<file path="config.mk">
export PLATFORM = sky130hd
export DESIGN_NAME = calcium_update_scheduler
export DESIGN_NICKNAME = d
export VERILOG_FILES = /design/src/rtl/calcium_update_scheduler.sv
export SDC_FILE = /design/constraint.sdc
export NUM_CORES = 1
export LEC_CHECK = 0
export CORE_MARGIN = 4
export CORE_UTILIZATION = 39
export DETAILED_ROUTE_END_ITERATION = 8
export PLACE_DENSITY = 0.78
export SKIP_CTS_REPAIR_TIMING = 1
export SYNTH_ARGS = -nofsm -noshare
export SYNTH_HDL_FRONTEND = slang
export SYNTH_SLANG_ARGS = --single-unit
</file>
<file path="constraint.sdc">
create_clock -name CLK -period 1.72 [get_ports CLK]
set_input_delay 0.344 -clock CLK [delete_from_list [all_inputs] [get_ports CLK]]
set_output_delay 0.344 -clock CLK [all_outputs]
set_load 0.01 [all_outputs]
</file>
<file path="src/rtl/calcium_update_scheduler.sv">
// calcium_update_scheduler
//   Sequences per-neuron calcium/leak updates through the single neuron-state
//   SRAM port. Two requesters share the datapath: a time-reference sweep that
//   leak-updates neurons 0..N_NEURON-1, and single-neuron spike updates from
//   the core controller. Each op is READ -> LATCH -> WRITE (3 cycles), and
//   back-to-back ops chain WRITE -> READ with no idle cycle. When both
//   requesters are pending, they are served round-robin.
// Ports
//   CLK, RST                 clock (rising edge), async active-low reset
//   param_ca_en              gates new sweep_req only
//   sweep_req                1-cycle time-reference pulse
//   spk_req / spk_addr       spike request (held until spk_ack) and its neuron
//   spk_ack                  pulse in the WRITE cycle of a spike op
//   busy                     FSM active or a sweep still pending
//   sweep_done               pulse one cycle after the last sweep write
//   sweep_overrun            sticky: sweep_req arrived while a sweep was active
//   sram_*                   SRAM port; word = {cnt, ca}; rdata is one cycle late
//   dp_calcium/dp_caleak_cnt registered word fields fed to the datapath
//   dp_event_tref/dp_spike   op-type strobes during the WRITE cycle
//   dp_*_next                combinational datapath results
module calcium_update_scheduler #(
  parameter int N_NEURON = 256,
  parameter int ADDR_W   = 8,
  parameter int CA_W     = 3,
  parameter int CNT_W    = 5
) (
  input  logic                    CLK,
  input  logic                    RST,
  input  logic                    param_ca_en,
  input  logic                    sweep_req,
  input  logic                    spk_req,
  input  logic [ADDR_W-1:0]       spk_addr,
  output logic                    spk_ack,
  output logic                    busy,
  output logic                    sweep_done,
  output logic                    sweep_overrun,
  output logic                    sram_cs,
  output logic                    sram_we,
  output logic [ADDR_W-1:0]       sram_addr,
  output logic [CA_W+CNT_W-1:0]   sram_wdata,
  input  logic [CA_W+CNT_W-1:0]   sram_rdata,
  output logic [CA_W-1:0]         dp_calcium,
  output logic [CNT_W-1:0]        dp_caleak_cnt,
  output logic                    dp_event_tref,
  output logic                    dp_spike,
  input  logic [CA_W-1:0]         dp_calcium_next,
  input  logic [CNT_W-1:0]        dp_caleak_cnt_next
);

  localparam int W = CA_W + CNT_W;
  localparam logic [ADDR_W-1:0] LAST_PTR = ADDR_W'(N_NEURON - 1);

  typedef enum logic [1:0] {S_IDLE, S_READ, S_LATCH, S_WRITE} state_t;

  state_t              state, state_nx;
  logic                op_spk;      // current op is a spike op
  logic                last_spk;    // last grant went to the spike requester
  logic                sweep_pend;
  logic [ADDR_W-1:0]   sweep_ptr;
  logic [ADDR_W-1:0]   spk_addr_q;  // spike address captured at grant
  logic [ADDR_W-1:0]   op_addr;

  logic last_sweep_op, sweep_avail, spk_avail, arb_pt, grant, grant_spk;

  // The op finishing in this WRITE must not be granted again: the last sweep
  // op clears sweep_pend at this edge, and a spike op is being acked now
  // while its requester still holds spk_req.
  assign last_sweep_op = (state == S_WRITE) && !op_spk && (sweep_ptr == LAST_PTR);
  assign sweep_avail   = sweep_pend && !last_sweep_op;
  assign spk_avail     = spk_req && !((state == S_WRITE) && op_spk);
  assign arb_pt        = (state == S_IDLE) || (state == S_WRITE);
  assign grant         = arb_pt && (sweep_avail || spk_avail);
  assign grant_spk     = spk_avail && (!sweep_avail || !last_spk);

  always_comb begin
    state_nx = state;
    case (state)
      S_IDLE:  if (grant) state_nx = S_READ;
      S_READ:  state_nx = S_LATCH;
      S_LATCH: state_nx = S_WRITE;
      S_WRITE: state_nx = grant ? S_READ : S_IDLE;
      default: state_nx = S_IDLE;
    endcase
  end

  assign op_addr       = op_spk ? spk_addr_q : sweep_ptr;
  assign sram_cs       = (state == S_READ) || (state == S_WRITE);
  assign sram_we       = (state == S_WRITE);
  assign sram_addr     = sram_cs ? op_addr : '0;
  assign sram_wdata    = sram_we ? {dp_caleak_cnt_next, dp_calcium_next} : '0;
  assign dp_event_tref = sram_we && !op_spk;
  assign dp_spike      = sram_we && op_spk;
  assign spk_ack       = dp_spike;
  assign busy          = (state != S_IDLE) || sweep_pend;

  always_ff @(posedge CLK or negedge RST) begin
    if (!RST) begin
      state         <= S_IDLE;
      op_spk        <= 1'b0;
      last_spk      <= 1'b1;
      sweep_pend    <= 1'b0;
      sweep_ptr     <= '0;
      spk_addr_q    <= '0;
      sweep_done    <= 1'b0;
      sweep_overrun <= 1'b0;
      dp_calcium    <= '0;
      dp_caleak_cnt <= '0;
    end else begin
      state      <= state_nx;
      sweep_done <= 1'b0;

      if (grant) begin
        op_spk   <= grant_spk;
        last_spk <= grant_spk;
        if (grant_spk) spk_addr_q <= spk_addr;
      end

      if (state == S_LATCH) begin
        dp_calcium    <= sram_rdata[CA_W-1:0];
        dp_caleak_cnt <= sram_rdata[W-1:CA_W];
      end

      if ((state == S_WRITE) && !op_spk) begin
        if (sweep_ptr == LAST_PTR) begin
          sweep_ptr  <= '0;
          sweep_pend <= 1'b0;
          sweep_done <= 1'b1;
        end else begin
          sweep_ptr <= sweep_ptr + ADDR_W'(1);
        end
      end

      // sweep_pend stays set through the final WRITE, so a request landing
      // there counts as an overrun rather than starting a new sweep.
      if (sweep_req && param_ca_en) begin
        if (!sweep_pend) begin
          sweep_pend <= 1'b1;
          sweep_ptr  <= '0;
        end else begin
          sweep_overrun <= 1'b1;
        end
      end
    end
  end

endmodule

</file>
==> flow_summary.ini <==
[outcome]
status = finished with violations
violations = negative setup slack

[timing]
clock.fmax_mhz = 536
slew_violations = 0
worst_clock_skew_ns = 0.00660
min_period_ns = 1.87
worst_pin_slew_ns = 0.403
finalHoldViolations = 0
fin_ws_ns = -0.147
rsz0062_at_grt = true
slew_headroom_pct = 73.2
holdWs_ns = 0.458
min_period_over_period_pct = 109
setup_viol = 20

[die]
die_w_um = 72.0
die_y_um = 72.0
rows = 22
start_util_pct = 42.0
coreArea_um2 = 3800
die_area_um2 = 5180
io_pins = 61

[layout]
instances_no_fill = 285
fill_cells = 295
regArea_um2 = 779
finalNetCount = 271
mostFrequentLayoutCell = clkdlybuf4s50_1
antenna_cells = 0
mostFrequentLayoutCells = clkdlybuf4s50_1, dfrtp_1, buf_4
multi_input_area_um2 = 863
area_growth_syn_to_layout_pct = 64.0
drive_above_1_share_pct = 42.6

[global_routing]
first_global_vias = 1515
grt_usage_pct = 17.0
grt_overflow_total = 0
antenna_found_initial = 0
grt_start_max_net_pins = 32
grt_pass1_wl_um = 6920

[synthesis]
syn_area_per_cell_um2 = 11.2
synth_xor_area_share_pct = 3.29
synth_top_family_by_area = simple AND/OR/NAND/NOR gates
yosysTopAreaCell = dfrtp_1
synth_mux_area_share_pct = 16.3
synth_fa_ha_area_share_pct = 4.71
netlist_top_cells_area = dfrtp_1, mux2_2, mux2i_1, ha_1, and2_1
synth_area_um2 = 1600
synthArstFlopShare_pct = 100
ys_seq_area_share_pct = 48.7
synthFlopType = dfrtp_1
ys_ff_latch = 31
synthCells = 143
synthSimpleGateAreaFrac_pct = 17.7
syn-num-nets = 178
synth_edf_count = 0
yosys_warnings = 0
synth_compound_area_share_pct = 6.12
yosysUniqueCellTypes = 31
netlist.area_leader.share_pct = 47.1

[setup_path]
regToRegSetupSlack_ns = -0.12
setup.worst_path.class = register to output port
r2r_end = spk_addr_q[4]
cp-start-kind = register
cp_max_fo = 6
worstSetupStartpoint = state[0]
reg2reg_depth = 6
crit_arrival_ns = 1.52
critPathCapture = sram_addr[1]
rr_startpoint = state[0]
end_kind = output port
required_ns = 1.38

[clocking]
clock_sinks = 31
clk-insertion-delay-late_ns = 0.28
h-tree-depth = 2
cts_tree = yes
cts-root-buf = clkbuf_8
cts_made_buffers = 5
cts_buffer_depth = 2
clkTransAtPathRegs_ns = 0.07

[route]
drt-total-wl_um = 4180
first_pass_iters = 4
drt-initial-drc-count = 51
wl_per_cell_um = 14.7
num_vias = 1411
ant_nets = 0
drc = 0
vias_per_cell = 4.95

[min_path]
hold_path_class = input pin to async pin

[power]
p_per_area_nw_per_um2 = 1780
total_power_mw = 4.65
p_leak_nw = 1.22
peakVddDrop_v = 0.000965

[placed_design]
dp_hpwl_um = 3190
pre_cts_ws_ns = -0.304
place_congestion = 0.816
dpl.cell_count = 273
io_buffers = 60

[flow_run]
drv_cap = 0
-- where the power goes --
| part | leakage (nW) | switching, mW | total (mW) | internal, mW |
|---|---|---|---|---|
| clock | 0.0477 | 0.268 | 0.544 | 0.276 |
| sequential | 0.370 | 0.211 | 1.27 | 1.06 |
| combinational | 0.803 | 1.22 | 2.83 | 1.61 |
| total | 1.22 | 1.70 | 4.65 | 2.95 |
-- worst min path at each step --
stage | startpoint | endpoint | cells after the start
after CTS | RST | sweep_overrun | 2
after floorplan | RST | dp_calcium[0] | 0
after detailed placement | sweep_overrun | sweep_overrun | 1
after global routing | RST | sweep_done | 2
final | RST | sweep_ptr[4] | 2
after global placement | sweep_overrun | sweep_overrun | 1
-- cell usage after synthesis (2+ instances only) --
library cell / instances
nand4_1: 2
nand3_1: 3
a21oi_1: 3
nor3_1: 5
and2_1: 9
xor2_1: 6
clkbuf_1: 3
and3_1: 3
nor2_1: 13
mux2i_1: 8
mux2_2: 16
nand2_1: 11
a21o_1: 2
ha_1: 6
inv_1: 7
o21bai_1: 2
dfrtp_1: 30
-- flip-flops by register name (all words and copies together), names as in the netlist --
| register | cells |
|---|---|
| spk_addr_q | 8 |
| sweep_ptr | 8 |
| dp_caleak_cnt | 5 |
| dp_calcium | 3 |
| state | 2 |
| last_spk | 1 |
| op_spk | 1 |
| sweep_done | 1 |
| sweep_overrun | 1 |
| sweep_pend | 1 |
-- stage by stage --
| step | util (%) | setup TNS [ns] | area (um^2) |
|---|---|---|---|
| floorplan | - | -0.606 | 1630 |
| global placement | 65.8 | -3.72 | 2500 |
| detailed placement | 65.8 | -4.27 | 2500 |
| CTS | 68.0 | -8.71 | 2580 |
| global route | 68.9 | -3.05 | 2620 |
| finish | 68.9 | -1.83 | 2620 |
-- cell type report --
type | instances | share of cell area (%)
Clock buffer | 5 | 2.63
Timing Repair Buffer | 91 | 30.6
Sequential cell | 31 | 29.8
Clock inverter | 3 | 0.574
Multi-Input combinational cell | 100 | 33.0
Inverter | 7 | 1.10
Tap cell | 48 | 2.30
-- worst max-delay path, stage by stage, from the launching register on --
cell and delay, ns:
dfrtp_2 0.45, ha_4 0.17, buf_6 0.13, nor2_4 0.07, buf_6 0.13, buf_6 0.11
nor2_2 0.03, buf_2 0.14
-- logic make-up after synthesis --
kind of cell | Yosys count
DFF | 31
AOI/OAI and AO/OA | 11
xor gates and xnor gates | 6
and+or+nand+nor | 53
adders and majority gates | 6
buffers and inverters | 12
muxes | 24
-- routing by layer --
metal  GRT usage (%)  part of all wire, %  wire length [um]
met1            19.5                   42              1780
met2            29.2                   49              2050
met3            5.12                  7.1               295
met4            7.31                  1.4                60
met5               0                    0                 0
No activity file was read; power rests on OpenSTA's default activity.
